### src/rtl/phy_rx_demux.sv
// Receive-side lane demultiplexer: locks onto comma alignment in the 4f byte stream
// and rebuilds four parallel 8-bit lanes with per-lane valids and a word strobe.
module phy_rx_demux #(
   parameter logic [7:0]  COMMA    = 8'hBC,
   parameter int unsigned LOCK_CNT = 4,
   parameter int unsigned LOSS_CNT = 16
) (
   input  logic       clk_4f,
   input  logic       reset_L,
   input  logic [7:0] data_in,
   input  logic       valid_in,
   output logic [7:0] data_out_0,
   output logic [7:0] data_out_1,
   output logic [7:0] data_out_2,
   output logic [7:0] data_out_3,
   output logic       valid_out_0,
   output logic       valid_out_1,
   output logic       valid_out_2,
   output logic       valid_out_3,
   output logic       word_valid,
   output logic       active
);

   localparam int CW = $clog2(LOCK_CNT + 1);
   localparam int LW = $clog2(LOSS_CNT + 1);

   typedef enum logic {
      SEARCH = 1'b0,
      LOCKED = 1'b1
   } state_t;

   state_t            state_q,     state_d;
   logic [1:0]        lane_sel_q,  lane_sel_d;
   logic [CW-1:0]     comma_cnt_q, comma_cnt_d;
   logic [LW-1:0]     loss_cnt_q,  loss_cnt_d;
   logic [3:0][7:0]   stg_data_q,  stg_data_d;
   logic [3:0]        stg_valid_q, stg_valid_d;
   logic [3:0][7:0]   dout_q,      dout_d;
   logic [3:0]        vout_q,      vout_d;
   logic              word_valid_q, word_valid_d;
   logic              active_q,    active_d;

   logic is_comma;
   logic group_idle;

   assign is_comma   = valid_in && (data_in == COMMA);
   assign group_idle = (&stg_valid_q[2:0]) && (stg_data_q[0] == COMMA) &&
                       (stg_data_q[1] == COMMA) && (stg_data_q[2] == COMMA) && is_comma;

   // NOTE: every signal gets its hold value first so no path through this block infers a latch.
   always_comb begin
      state_d      = state_q;
      lane_sel_d   = lane_sel_q;
      comma_cnt_d  = comma_cnt_q;
      loss_cnt_d   = loss_cnt_q;
      stg_data_d   = stg_data_q;
      stg_valid_d  = stg_valid_q;
      dout_d       = dout_q;
      vout_d       = vout_q;
      word_valid_d = 1'b0;
      active_d     = active_q;

      case (state_q)
         SEARCH: begin
            if (!is_comma) begin
               comma_cnt_d = '0;
            end else if (comma_cnt_q == CW'(LOCK_CNT - 1)) begin
               // The locking comma belongs to no word; the next byte is lane 0.
               state_d     = LOCKED;
               lane_sel_d  = 2'd0;
               active_d    = 1'b1;
               comma_cnt_d = '0;
               loss_cnt_d  = '0;
            end else begin
               comma_cnt_d = comma_cnt_q + CW'(1);
            end
         end

         LOCKED: begin
            stg_data_d[lane_sel_q]  = data_in;
            stg_valid_d[lane_sel_q] = valid_in;
            lane_sel_d              = lane_sel_q + 2'd1;

            if (valid_in) begin
               loss_cnt_d = '0;
            end else if (loss_cnt_q != LW'(LOSS_CNT)) begin
               loss_cnt_d = loss_cnt_q + LW'(1);
            end

            // Lock loss wins over a group completing on the same edge.
            if (!valid_in && (loss_cnt_q == LW'(LOSS_CNT - 1))) begin
               state_d     = SEARCH;
               active_d    = 1'b0;
               vout_d      = '0;
               comma_cnt_d = '0;
               loss_cnt_d  = '0;
               lane_sel_d  = 2'd0;
            end else if (lane_sel_q == 2'd3 && !group_idle) begin
               dout_d       = {data_in, stg_data_q[2], stg_data_q[1], stg_data_q[0]};
               vout_d       = {valid_in, stg_valid_q[2:0]};
               word_valid_d = 1'b1;
            end
         end

         default: state_d = SEARCH;
      endcase
   end

   // NOTE: the staging array is reset along with the control state so a word assembled right
   // after relock can never expose bytes left over from before reset.
   always_ff @(posedge clk_4f or negedge reset_L) begin
      if (!reset_L) begin
         state_q      <= SEARCH;
         lane_sel_q   <= '0;
         comma_cnt_q  <= '0;
         loss_cnt_q   <= '0;
         stg_data_q   <= '0;
         stg_valid_q  <= '0;
         dout_q       <= '0;
         vout_q       <= '0;
         word_valid_q <= 1'b0;
         active_q     <= 1'b0;
      end else begin
         // NOTE: non-blocking assignments keep every register sampling pre-edge values.
         state_q      <= state_d;
         lane_sel_q   <= lane_sel_d;
         comma_cnt_q  <= comma_cnt_d;
         loss_cnt_q   <= loss_cnt_d;
         stg_data_q   <= stg_data_d;
         stg_valid_q  <= stg_valid_d;
         dout_q       <= dout_d;
         vout_q       <= vout_d;
         word_valid_q <= word_valid_d;
         active_q     <= active_d;
      end
   end

   assign data_out_0  = dout_q[0];
   assign data_out_1  = dout_q[1];
   assign data_out_2  = dout_q[2];
   assign data_out_3  = dout_q[3];
   assign valid_out_0 = vout_q[0];
   assign valid_out_1 = vout_q[1];
   assign valid_out_2 = vout_q[2];
   assign valid_out_3 = vout_q[3];
   assign word_valid  = word_valid_q;
   assign active      = active_q;

endmodule
### config.mk
export PLATFORM = sky130hd
export DESIGN_NAME = phy_rx_demux
export DESIGN_NICKNAME = d
export VERILOG_FILES = /design/src/rtl/phy_rx_demux.sv
export SDC_FILE = /design/constraint.sdc
export NUM_CORES = 1
export LEC_CHECK = 0
export CAP_MARGIN = 20
export CORE_MARGIN = 2
export CORE_UTILIZATION = 48
export DETAILED_ROUTE_END_ITERATION = 8
export PLACE_DENSITY = 0.72
export SYNTH_ARGS = -nofsm -noshare
export SYNTH_HDL_FRONTEND = slang
export SYNTH_SLANG_ARGS = --single-unit
### constraint.sdc
create_clock -name clk_4f -period 4.64 [get_ports clk_4f]
set_clock_uncertainty 0.2 [all_clocks]
set_input_delay 0.464 -clock clk_4f [delete_from_list [all_inputs] [get_ports clk_4f]]
set_output_delay 0.464 -clock clk_4f [all_outputs]
set_load 0.01 [all_outputs]
======== Yosys cells after proc, flatten, opt, wreduce, memory -nomap -nowiden ========
Index checks and enable logic that the tools add are counted.
operators by class
  add/subtract/negate cells ............... 3
  $mul .................................... 0
  div/mod/pow operators ................... 0
  order comparisons ....................... 2
  equal/unequal tests ..................... 12
  shift-type cells ........................ 0
  mux-type cells .......................... 33
  bitwise logic cells ..................... 2
  reduce and logical (&&, ||, !) cells .... 17
operator list
  operator               number
  $bwmux W32             1
  $eq A8 B8 Y1 const B   4
  $mux W5                5
  $demux W8 S2           1
  $reduce_and A3 Y1      4
  $mux W1                10
  $pmux W5 S2            1
  $mux W3                3
  $logic_and A1 B1 Y1    8
  $mux W4                2
  $mux W8                1
  $mux W2                3
  $pmux W3 S2            1
  $add A5 B1 Y5 const B  1
  $eq A5 B4 Y1 const B   1
  $ne A5 B5 Y1 const B   1
  $bwmux W4              1
  $ne A2 B2 Y1 const B   2
  $ne A4 B2 Y1 const B   1
  $pmux W1 S2            2
  $pmux W2 S2            1
  $reduce_and A2 Y1      2
  $add A3 B1 Y3 const B  1
  $eq A3 B2 Y1 const B   1
  9 further kinds        11
storage, ports and cells
  register bits after elaboration ......... 85
  bits in latches ......................... 0
  RAM bits ................................ 0
  bits in read-only memories .............. 0
  input port bits ......................... 11
  output and inout port bits .............. 38
  logic and storage cells ................. 85
  memories ................................ 0

======== Logic depth before layout (Yosys ltp) ========
Gate-level depths: netlist (run 1).
  depth after elaboration ................. 10
  depth in mapped cells ................... 7
  gate-level depth less buffers ........... 7

======== Least setup slack after synthesis (run 1) ========
Ideal clock, no wire load.
  path type ............................... input to register
  from .................................... input port data_in[1]
  to ...................................... register dout_q (netlist bit data_out_0[7])
  setup time .............................. 0.125 ns
  arrival time ............................ 1.952 ns
  required time ........................... 4.315 ns
  setup slack ............................. 2.363 ns
  stages .................................. 6
  buffers on the path ..................... 1
  cell sequence ........................... or3b_1 nor4_2 a31oi_1 nand3_4 buf_12 mux2_4
on the way
  longest elaborated chain between the ends .. 6
RTL lines
  item                                line  text
  start: declaration                  10    input logic [7:0] data_in,
  $eq A8 B8 Y1                        46    assign is_comma = valid_in && (data_in == COMMA);
  $logic_and A1 B1 Y1                 46
  $logic_and A1 B1 Y1                 48    (stg_data_q[1] == COMMA) && (stg_data_q[2] == COMMA) && is_comma;
  $logic_not A1 Y1                    98    end else if (lane_sel_q == 2'd3 && !group_idle) begin
  $logic_and A1 B1 Y1                 98
  $reduce_and A3 Y1 (no source line)  --
  end signal: assignment              131   dout_q <= dout_d;
  end: declaration                    38    logic [3:0][7:0] dout_q, dout_d;
Every way passes these cells.
A chain may end at the register's enable or synchronous reset.

======== Final worst setup path (run 1) ========
  from .................................... input port valid_in
  to ...................................... register dout_q (netlist bit data_out_3[2])
on the way
  longest elaborated chain between the ends .. 5
  elaborated cells on any way between the ends .. 8
  classes of those cells .................. 1 x bitwise; 7 x reduce/logical
RTL lines
  item                                    line  text
  start: declaration                      11    input logic valid_in,
  $logic_and A1 B1 Y1                     46
  $logic_and A1 B1 Y1                     48
  $logic_not A1 Y1                        98
  $logic_and A1 B1 Y1                     98
  $reduce_and A3 Y1 (no source line) (*)  --
Every way passes the cells marked *; elsewhere a longest branch is shown, timed or not.

==> metrics.cfg, run 1 <==
[clock_network]
holdBufCountCts=0
clk_pin_slew_ns=0.08
htree_levels=3
clock_latency_ns=0.35
cts_tree=done
cts_sinks=76
cts-root-buf=clkbuf_8
cts-resized-gates=0
postCtsSetupRepairBufs=0
cts_buffer_depth=2
numCtsBuffers=9

[setup_path]
r2r-start=stg_data_q[9]
slowest_stage=clkdlybuf4s50_1
start_kind=primary input
worstPathCellList=clkdlybuf4s50_1 > or3b_1 > nor4_2 > a31oi_1 > nand3_4 > mux2_2
cpLargestDelayFamily=simple AND/OR/NAND/NOR gates
path_buf_inv=1
critical_path.endpoint_type=register
timing.rr.end=data_out_3[2]
cp_max_fo=33
arrival_ns=2.97
reg2reg_depth=5
required_ns=4.67
critPathKind=in2reg
critPathMaxStageDelay_ns=0.59
r2r_setup_slack_ns=1.90

[detailed_routing]
initialDrtViolationCount=150
dr.pass1.iters=4
wire_per_inst_um=17.1
postRouteAntennaNets=0
via_count=1929
drc=0
wirelength_mm=6.11
via_per_inst=5.40

[floorplanning]
die_y_um=86.6
io_pins=49
die_area_sq_mm=0.00750
die_w_um=86.6
core-area_sq_mm=0.00668
initial_core_util_pct=49.0
placementRows=30

[global_route]
antenna_found_initial=0
grt_max_degree=77
grtUsageTotal_pct=17.9
grt_pass1_wl_mm=9.91
gr-total-overflow=0
grt_pass1_vias=1935

[placed_design]
place_congestion=0.813
place_inst=341
post-dp-hpwl_mm=4.13
portBuffers=48

[yosys]
async_reset_ff_share_pct=100
synthTopCellsByCount=76 x dfrtp_1, 31 x mux2_2, 27 x mux2_4
synth_ff_type=dfrtp_1
yosysSeqAreaShare_pct=58.1
synth_top_area_cell=dfrtp_1
synth_edf_count=0
netlist_top_cells_area=dfrtp_1 58%, mux2_4 12%, mux2_2 11%
ys.warnings.count=0
synth.most_common_cell=dfrtp_1
synthesis.area_sq_mm=0.00328
synth_nets=237
synth.distinct_cells=35
ys_ff_latch=76
synth_area_per_cell_sq_um=15.0
synthCells=218
synth_top_cell_area_share_pct=58.1

[timing]
hold_viol_final=0
max_slew_margin_pct=39.4
setup_violations=0
post-route-period-util_pct=63.3
grt_setup_unrepaired=false
setup-tns-final_ns=0
maxSlewViolCount=0
worst_pin_slew_ns=0.908
post-route-min-period_ns=2.94
fmax_ghz=0.340

[pwr]
ir_drop_mv=0.188
leakage_nw=1.89
power_density_mw_per_mm2=318

[status]
status=finished, final reports clean

[layout]
fillerInstances=518
antenna_cells=0
multi_input_area_sq_mm=0.00128
post_layout_nonfiller_instances=357
seqCellArea_sq_mm=0.00190
drive_gt1_share_pct=27.4
areaGrowthSynthToFinish_pct=22.2
nNetsFinal=291

[min_path]
hold_class=in2async

[run]
cap_violations=0

## sequential cells by signal, indices dropped and copies added, names as in the netlist
register     cells
state_q          1
data_out_0       8
active           1
word_valid       1
loss_cnt_q       5
lane_sel_q       2
vout_q           4
stg_data_q      24
comma_cnt_q      3
data_out_2       8
data_out_3       8
data_out_1       8
stg_valid_q      3
## worst register-to-register path: cells and delay by family, from the launching register on
family	cells	cell delay (ns)
and+or+nand+nor	3	1.37
muxes	1	0.42
DFF	1	0.41
AOI/OAI and AO/OA	1	0.22
## per-stage QoR
stage	area [sq um]	utilization, %	power (mW)	hold slack (ns)	worst slack, ns
2_1_floorplan	3280	-	0.708	-0.0316	2.36
3_3_place_gp	3790	56.7	0.739	0.275	1.43
3_5_place_dp	3790	56.7	0.740	0.280	1.32
4_1_cts	4000	59.9	1.29	0.0820	1.69
5_1_grt	4000	59.9	1.32	0.129	1.56
6_report	4000	59.9	1.27	0.0545	1.70
## layout by cell type (no fill, tap or decap), types with 3 or more instances in the layout
master,n
dfrtp_1,76
clkdlybuf4s50_1,47
mux2_2,31
mux2_4,27
clkbuf_8,10
nand2_1,8
a22o_1,8
ha_1,8
inv_1,7
o21ai_0,7
nand2b_1,3
a21oi_1,3
nand4b_1,3
nand3_1,3
## cell type report
| cell class | instances | area share (%) |
|---|---|---|
| clock buffer | 12 | 3.62 |
| clock inverter | 4 | 1.81 |
| inverter | 8 | 0.750 |
| multi-input combinational | 129 | 31.9 |
| sequential | 76 | 47.5 |
| tap | 80 | 2.50 |
| timing repair buffer | 48 | 11.9 |
## power by group
group	internal, mW	leakage (nW)	switching [mW]	total (mW)
logic	0.0186	0.792	0.0238	0.0424
clock network	0.317	0.107	0.232	0.549
registers	0.674	0.994	0.00948	0.684
total	1.01	1.89	0.265	1.27
## per-layer routing
| metal | share of wire (%) | vias to the layer above | global-route usage [%] |
|---|---|---|---|
| met2 | 46 | 50 | 26.2 |
| met3 | 4.1 | 11 | 4.86 |
| met5 | 0 | - | 0 |
| li1 | - | 895 | - |
| met1 | 49 | 973 | 25.0 |
| met4 | 1.7 | 0 | 8.10 |
## cell families (layout without fill, tap and decap cells)
group | after synthesis | in the layout | synth area share [%]
buffers and inverters | 13 | 72 | 2.98
flip-flops | 76 | 76 | 58.1
AO/OA/AOI/OAI | 25 | 25 | 5.35
adder cells (fa/ha/maj) | 8 | 8 | 3.06
AND/OR/NAND/NOR | 38 | 38 | 7.52
multiplexers | 58 | 58 | 23.0
## worst max path at each step
stage | startpoint | end | slack, ns | cells past startpoint
global placement | valid_in | data_out_3[2] | 1.43 | 6
floorplan | data_in[1] | data_out_0[7] | 2.36 | 6
CTS | valid_in | data_out_3[2] | 1.69 | 6
finish | valid_in | data_out_3[2] | 1.70 | 6
global route | valid_in | data_out_3[3] | 1.56 | 6
detailed placement | valid_in | data_out_3[2] | 1.32 | 6
(Power assumes the default switching activity.)
==> run 2: changes to the inputs <==
==> constraint.sdc (replaced) <==
create_clock -name clk_4f -period 2.8 [get_ports clk_4f]
set_clock_uncertainty 0.2 [all_clocks]
set_input_delay 0.28 -clock clk_4f [delete_from_list [all_inputs] [get_ports clk_4f]]
set_output_delay 0.28 -clock clk_4f [all_outputs]
set_load 0.01 [all_outputs]
==> run 2 against run 1 <==
Power rose by 60%. Utilization increased by 1.7 points. Setup slack lost 1.4 ns. Critical path depth did not move. Non-clock buffer count grew 15. First-iteration DRC count down 36%. Die area stayed put. Hold slack gained 0.24 ns. Via count is 2.1% higher. Clock power grew 50%. Combinational power rose by 94%. Sequential cell count unchanged. Critical endpoint is now data_out_1[4]. Highest routed layer unchanged.
==> metrics.cfg, run 2 (synthesis results as in run 1) <==
[clock_network]
clk_pin_slew_ns=0.07  ; about the same
postCtsSetupRepairBufs=0  ; unchanged
htree_levels=3  ; unchanged
cts_tree=done
numCtsBuffers=9  ; unchanged
cts-root-buf=clkbuf_8
cts_buffer_depth=2  ; unchanged
clock_latency_ns=0.34  ; about the same
cts_sinks=76  ; unchanged
cts-resized-gates=0  ; unchanged
holdBufCountCts=1  ; +1

[detailed_routing]
wl_met3_um=164  ; -34%
via_per_inst=5.32  ; -1.5%
initialDrtViolationCount=96  ; -36%
wirelength_mm=6.21  ; +1.7%
drc=0  ; unchanged
met1Wirelength_mm=3.12  ; +5.2%
met2_length_mm=2.82  ; +1.1%
via_count=1970  ; +2.1%
wire_per_inst_um=16.8  ; -1.9%
dr.pass1.iters=4  ; unchanged
top_layer=met4
postRouteAntennaNets=0  ; unchanged

[placed_design]
place_congestion=0.749  ; -7.9%
post-dp-hpwl_mm=4.38  ; +6.0%
portBuffers=48  ; unchanged

[timing]
worst_pin_slew_ns=0.915  ; +0.00627 ns
maxSlewViolCount=0  ; unchanged
whs_ns=0.299  ; +0.245 ns
max_slew_margin_pct=39.0  ; -0.42 points
post-route-min-period_ns=2.52
setup_violations=0  ; unchanged
grt_setup_unrepaired=false
hold_viol_final=0  ; unchanged
setup-tns-final_ns=0  ; unchanged
fmax_ghz=0.397
post-route-period-util_pct=90.0

[global_route]
grt_pass1_wl_mm=10.4  ; +5.4%
grt_pass1_vias=2020  ; +4.4%
grt_max_degree=77  ; unchanged
gr-total-overflow=0  ; unchanged
grtUsageTotal_pct=18.5  ; +0.68 points
antenna_found_initial=0  ; unchanged

[setup_path]
r2r_setup_slack_ns=0.28  ; -1.62 ns
reg2reg_depth=6  ; +1
timing.rr.end=data_out_1[4]
cpLargestDelayFamily=simple AND/OR/NAND/NOR gates
critPathKind=reg2reg
startpoint=stg_data_q[9]
arrival_ns=2.55  ; -0.42 ns
path_buf_inv=1  ; unchanged
r2r-start=stg_data_q[9]
slowest_stage=or4_1
critical_path.endpoint_type=register
cp_max_fo=18  ; -45%
start_kind=register
worstPathCellList=or4_1 > nor4_1 > a31oi_1 > nand3_4 > buf_12 > mux2_4
critPathMaxStageDelay_ns=0.55  ; -0.04 ns
required_ns=2.83  ; -1.84 ns

[layout]
top_register=stg_data_q
nNetsFinal=306  ; +5.2%
final_common_cell=dfrtp_1
drive_gt1_share_pct=30.7  ; +3.3 points
largest_reg_flops=24  ; unchanged
mostFrequentLayoutCells=76 x dfrtp_1, 47 x clkdlybuf4s50_1, 31 x mux2_2
areaGrowthSynthToFinish_pct=25.7
antenna_cells=0  ; unchanged

[floorplanning]
core-area_sq_mm=0.00668  ; unchanged
placementRows=30  ; unchanged
die_y_um=86.6  ; unchanged
io_pins=49  ; unchanged
initial_core_util_pct=49.0  ; unchanged
die_w_um=86.6  ; unchanged
die_area_sq_mm=0.00750  ; unchanged

[status]
status=finished, final reports clean

[pwr]
power_density_mw_per_mm2=495  ; +55%
p_total_mw=2.04  ; +60%
ir_drop_mv=0.274  ; +46%
leakage_nw=1.97  ; +4.0%

[min_path]
hold_class=reg2reg
whs_path_depth=1
hold_end=vout_q[2]
hold_path_startpoint=vout_q[2]

[run]
cap_violations=0  ; unchanged

-- run 2: changes by cell type in the layout (fill, tap and decap cells not counted), sizes merged --
cell / before / now
buf: 1 / 15
bufinv: 2 / 1
clkinvlp: 1 / 0
dlygate4sd3: 0 / 1
-- run 2: stage by stage --
stage / std cells / worst slack (ns) / utilization, % / area (sq um)
floorplan: 218 / 0.538 / - / 3280
global placement: 355 / 0.228 / 58.6 / 3920
detailed placement: 355 / 0.169 / 58.6 / 3920
CTS: 370 / 0.313 / 61.6 / 4120
global route: 370 / 0.168 / 61.6 / 4120
finish: 370 / 0.279 / 61.6 / 4120
-- run 2: where the power goes --
| group | total, mW | switching (mW) | internal (mW) |
|---|---|---|---|
| registers | 1.13 | 0.0154 | 1.12 |
| logic | 0.0822 | 0.0424 | 0.0398 |
| clock network | 0.822 | 0.372 | 0.450 |
-- run 2: worst max path at each step --
stage | endpoint | slack (ns) | cells past startpoint
floorplan | data_out_0[7] | 0.54 | 6
global placement | data_out_2[3] | 0.23 | 7
detailed placement | data_out_1[4] | 0.17 | 7
CTS | data_out_1[4] | 0.31 | 6
global route | data_out_2[1] | 0.17 | 6
finish | data_out_1[4] | 0.28 | 6
-- run 2: area by class of cell --
type	count	area, sq um
clock buffers	12	155
clock inverters	2	35.0
fillers	526	2560
inverters	8	30.0
multi-input cells	129	1280
flip-flops and latches	76	1900
well taps	80	100
repair buffers	63	618
-- run 2: layer usage --
metal	up-vias	global-route usage, %
met5	-	0
met4	0	8.95
met1	998	26.7
li1	924	-
met2	40	27.2
met3	8	3.24
==> run 3: changes to the inputs <==
--- a/config.mk
+++ b/config.mk
@@ -5,10 +5,12 @@
 export SDC_FILE = /design/constraint.sdc
 export NUM_CORES = 1
 export LEC_CHECK = 0
+export ABC_CLOCK_PERIOD_IN_PS = 2800
 export CAP_MARGIN = 20
 export CORE_MARGIN = 2
 export CORE_UTILIZATION = 48
 export DETAILED_ROUTE_END_ITERATION = 8
+export GPL_TIMING_DRIVEN = 1
 export PLACE_DENSITY = 0.72
 export SYNTH_ARGS = -nofsm -noshare
 export SYNTH_HDL_FRONTEND = slang
==> results of run 3 <==
No change in the layout: final DEF, timing and power equal those of run 2.
==> variant 1 (flow settings as in run 3) <==
Make the reset (`reset_L`) synchronous in one clocked block.
--- a/src/rtl/phy_rx_demux.sv
+++ b/src/rtl/phy_rx_demux.sv
@@ -110,3 +110,3 @@
    // after relock can never expose bytes left over from before reset.
-   always_ff @(posedge clk_4f or negedge reset_L) begin
+   always_ff @(posedge clk_4f) begin
       if (!reset_L) begin
Behaviour: differs if reset_L is asserted again (counterexample within 10 cycles, from zero or initial values and one cycle with reset_L low); with reset_L held inactive, the same outputs for 10 cycles.
==> variant 1 against run 3 <==
Wire length grew 12%; sequential cell count is the same; sequential power shrank 4%; combinational power shrank 19%; critical path depth grew 1; global-route usage grew 1.3 points; setup slack lost 21 ps; area after synthesis shrank 1.5%; die area shrank 1.4%; cell area shrank 2.1%; total power grew 2.4%.
==> variant 1: results (changes against run 3) <==
stage;metric;value;unit;change
status;status;finished clean;;unchanged
global_route;grt_start_max_net_pins;36;;was 77
power;vdd_ir_drop_max;0.334;mV;was 0.274 mV
cells_and_area;synthToLayoutAreaGrowth;24.8;%;was 25.7%
power;p_leak;1.33;nW;was 1.97 nW
drt;routed_via_density;5.33;;was 5.32
synth;synthMuxAreaShare;9.61;%;was 23.0%
worst_setup_path;max_stage_delay;380;ps;was 550 ps
placement;gp_routability_congestion;0.788;;was 0.749
worst_setup_path;rrSetupSlack;260;ps;was 280 ps
cells_and_area;seqCellArea;0.00152;mm2;was 0.00190 mm2
drt;drt-initial-drc-count;138;;was 96
worst_setup_path;crit_path_start;loss_cnt_q[0];;was stg_data_q[9]
synth;synthAdderAreaFrac;3.10;%;was 3.06%
synth;synth_cell_types;39;;was 35
drt;vias;2485;;was 1970
cells_and_area;final-nonclk-buf-share;14.5;%;was 15.0%
worst_hold_path;hold_depth;2;;was 1
global_route;grt_use_met3;4.62;%;was 3.24%
worst_hold_path;min_path_type;input port to flop;;was flop to flop
global_route;grt_use_total;19.9;%;was 18.5%
synth;netlist_instances;332;;was 218
cells_and_area;multi_input_area_share;39.0;%;was 31.0%
worst_setup_path;path_max_fanout;5;;was 18
placement;place_ws;305;ps;was 169 ps
variant 1: cell types whose count changed after synthesis, sizes merged, moves of 3 or more:
cell and delta:
a21boi +29, a22o -5, clkbuf +12, dfrtp -76, dfxtp +76, mux2 -58, mux2i +31, nand2 +33
nand3 +27, nand3b +3, nor2 +3, nor2b +33
variant 1: power by group through the flow:
| stage | clock network (mW) | logic, mW | registers (mW) |
|---|---|---|---|
| 5_1_grt | 0.997 | 0.0706 | 1.08 |
| 3_3_place_gp | 0 | 0.0664 | 1.11 |
| 6_report | 0.939 | 0.0667 | 1.08 |
| 3_5_place_dp | 0 | 0.0659 | 1.11 |
| 2_1_floorplan | 0 | 0.0290 | 1.11 |
| 4_1_cts | 0.955 | 0.0665 | 1.08 |
variant 1: worst reg2reg max path, stage by stage, from the launching register on:
cell	delay, ps
dfxtp_1	350
ha_1	230
and3_1	190
ha_1	220
nor3b_1	380
nand4_1	270
nor2b_1	240
a221o_1	350
==> variant 2 (settings of run 3) <==
Without the edit above. The parameter `LOSS_CNT` goes from 16 to 8.
--- a/src/rtl/phy_rx_demux.sv
+++ b/src/rtl/phy_rx_demux.sv
@@ -5,3 +5,3 @@
    parameter int unsigned LOCK_CNT = 4,
-   parameter int unsigned LOSS_CNT = 16
+   parameter int unsigned LOSS_CNT = 8
 ) (
Formal check against the unedited RTL: same outputs for any inputs over 10 cycles, from zero or initial values and one cycle with reset_L low; that may be too few to reach the edited logic, so the function may still have changed.
==> variant 2 against run 3 <==
Critical path depth rose by 1; combinational power rose by 35%; cell area rose by 0.82%; setup slack improved by 61 ps; maximum frequency rose by 2.5%; core utilization rose by 3.4 points; die area fell by 2.8%; count of clock-buffer cells in the layout did not move; area after synthesis fell by 2.9%; total power rose by 17%; wire length rose by 7.8%; sequential cell count fell by 1.
==> variant 2: results (changes against run 3) <==
stage;metric;value;unit;change
status;status;finished clean;;unchanged
cells_and_area;layout.cells.non_filler;379;;was 370
floorplanning;core_area;0.00639;mm2;was 0.00668 mm2
power;p_leak;1.92;nW;was 1.97 nW
drt;drt-initial-drc-count;48;;was 96
drt;wl;6690;um;was 6210 um
synth;ys_seq_area_share;59.0;%;was 58.1%
global_route;grt_pass1_vias;2205;;was 2020
cells_and_area;inverters;6;;was 8
synth;synth_fp_nets;244;;was 237
drt;detail-route-antenna-nets;0;;unchanged
placement;place_ws;-28.7;ps;was 169 ps
cells_and_area;seqCellArea;0.00188;mm2;was 0.00190 mm2
cells_and_area;clock_buffers;12;;unchanged
cells_and_area;signal_buffers;65;;was 63
synth;yosys_warnings;0;;unchanged
cts;cts_max_level;3;;unchanged
synth;synth_top_cells_by_count;dfrtp_1, mux2_2, nand2_1, nor2_1, o21ai_0;;was dfrtp_1, mux2_2, mux2_4
worst_hold_path;min_path_type;input port to asynchronous set/reset pin;;was flop to flop
synth;syn_area_per_cell;14.1;um2;was 15.0 um2
worst_setup_path;arrival;2490;ps;was 2550 ps
drt;dr.pass1.iters;4;;unchanged
synth;ys_ff_latch;75;;was 76
synth;synth_cell_types;37;;was 35
cells_and_area;clk_share;6.63;%;was 4.62%
synth;synth_xor_area_share;0;%;unchanged
cells_and_area;utilization;65.0;%;was 61.6%
cts;cts_buffers;9;;unchanged
global_route;grt_pass1_wl;11400;um;was 10400 um
synth;synthMuxAreaShare;20.2;%;was 23.0%
cells_and_area;multi_input_gates;140;;was 129
synth;synthAdderAreaFrac;2.75;%;was 3.06%
cells_and_area;drive_above_1_share;29.5;%;was 30.7%
cells_and_area;nFillCells;509;;was 526
cells_and_area;largest_reg_flops;24;;unchanged
placement;dp_hpwl;4860;um;was 4380 um
power;vdd_ir_drop_max;0.408;mV;was 0.274 mV
synth;synth_area_leaders;dfrtp_1, mux2_2, ha_1, a22o_1, mux2_1;;was dfrtp_1, mux2_4, mux2_2, ha_1, a22o_1
cts;clk_latency;350;ps;
synth;synth_compound_area_share;6.25;%;was 5.35%
placement;portBuffers;48;;unchanged
placement;place_area;0.00386;mm2;was 0.00392 mm2
cells_and_area;fin_nets;315;;was 306
placement;gp_routability_congestion;0.767;;was 0.749
global_route;grt_use_total;20.8;%;was 18.5%
cells_and_area;final-nonclk-buf-share;15.5;%;was 15.0%
cts;clockRootBuffer;clkbuf_8;;unchanged
worst_setup_path;path_max_fanout;14;;was 18
drt;routed_via_density;5.58;;was 5.32
timing;slew_headroom;69.9;%;was 39.0%
cells_and_area;multi_input_area;0.00124;mm2;was 0.00128 mm2
placement;place_inst;362;;was 355
worst_setup_path;crit_slowest_cell;or4_4;;was or4_1
worst_setup_path;max_stage_delay;570;ps;was 550 ps
cts;clock_path_buffers;2;;unchanged
global_route;grt_start_max_net_pins;39;;was 77
variant 2: path summary, 6_finish.rpt:
check	startpoint	endpoint	slack [ps]	depth (start not counted)
min in group clk_4f	comma_cnt_q[2]	comma_cnt_q[2]	290	1
worst max-delay path	valid_in	data_out_2[1]	340	7
worst max register to register	stg_data_q[6]	data_out_2[1]	380	6
worst min register to register	comma_cnt_q[2]	comma_cnt_q[2]	290	1
worst min-delay path	reset_L	data_out_3[7]	200	2
max in group asynchronous	reset_L	loss_cnt_q[2]	1570	3
variant 2: per-layer routing:
layer | global-route usage [%] | up-vias | wire [um]
met4 | 11.0 | 0 | 188
met3 | 5.64 | 15 | 213
met5 | 0 | - | 0
li1 | - | 979 | -
met1 | 29.2 | 1067 | 3250
met2 | 29.5 | 52 | 3040
variant 2: where the power goes:
part	internal, mW	total [mW]	switching [mW]
clock network	0.732	1.12	0.387
logic	0.0575	0.111	0.0538
registers	1.11	1.14	0.0322
total	1.90	2.37	0.473
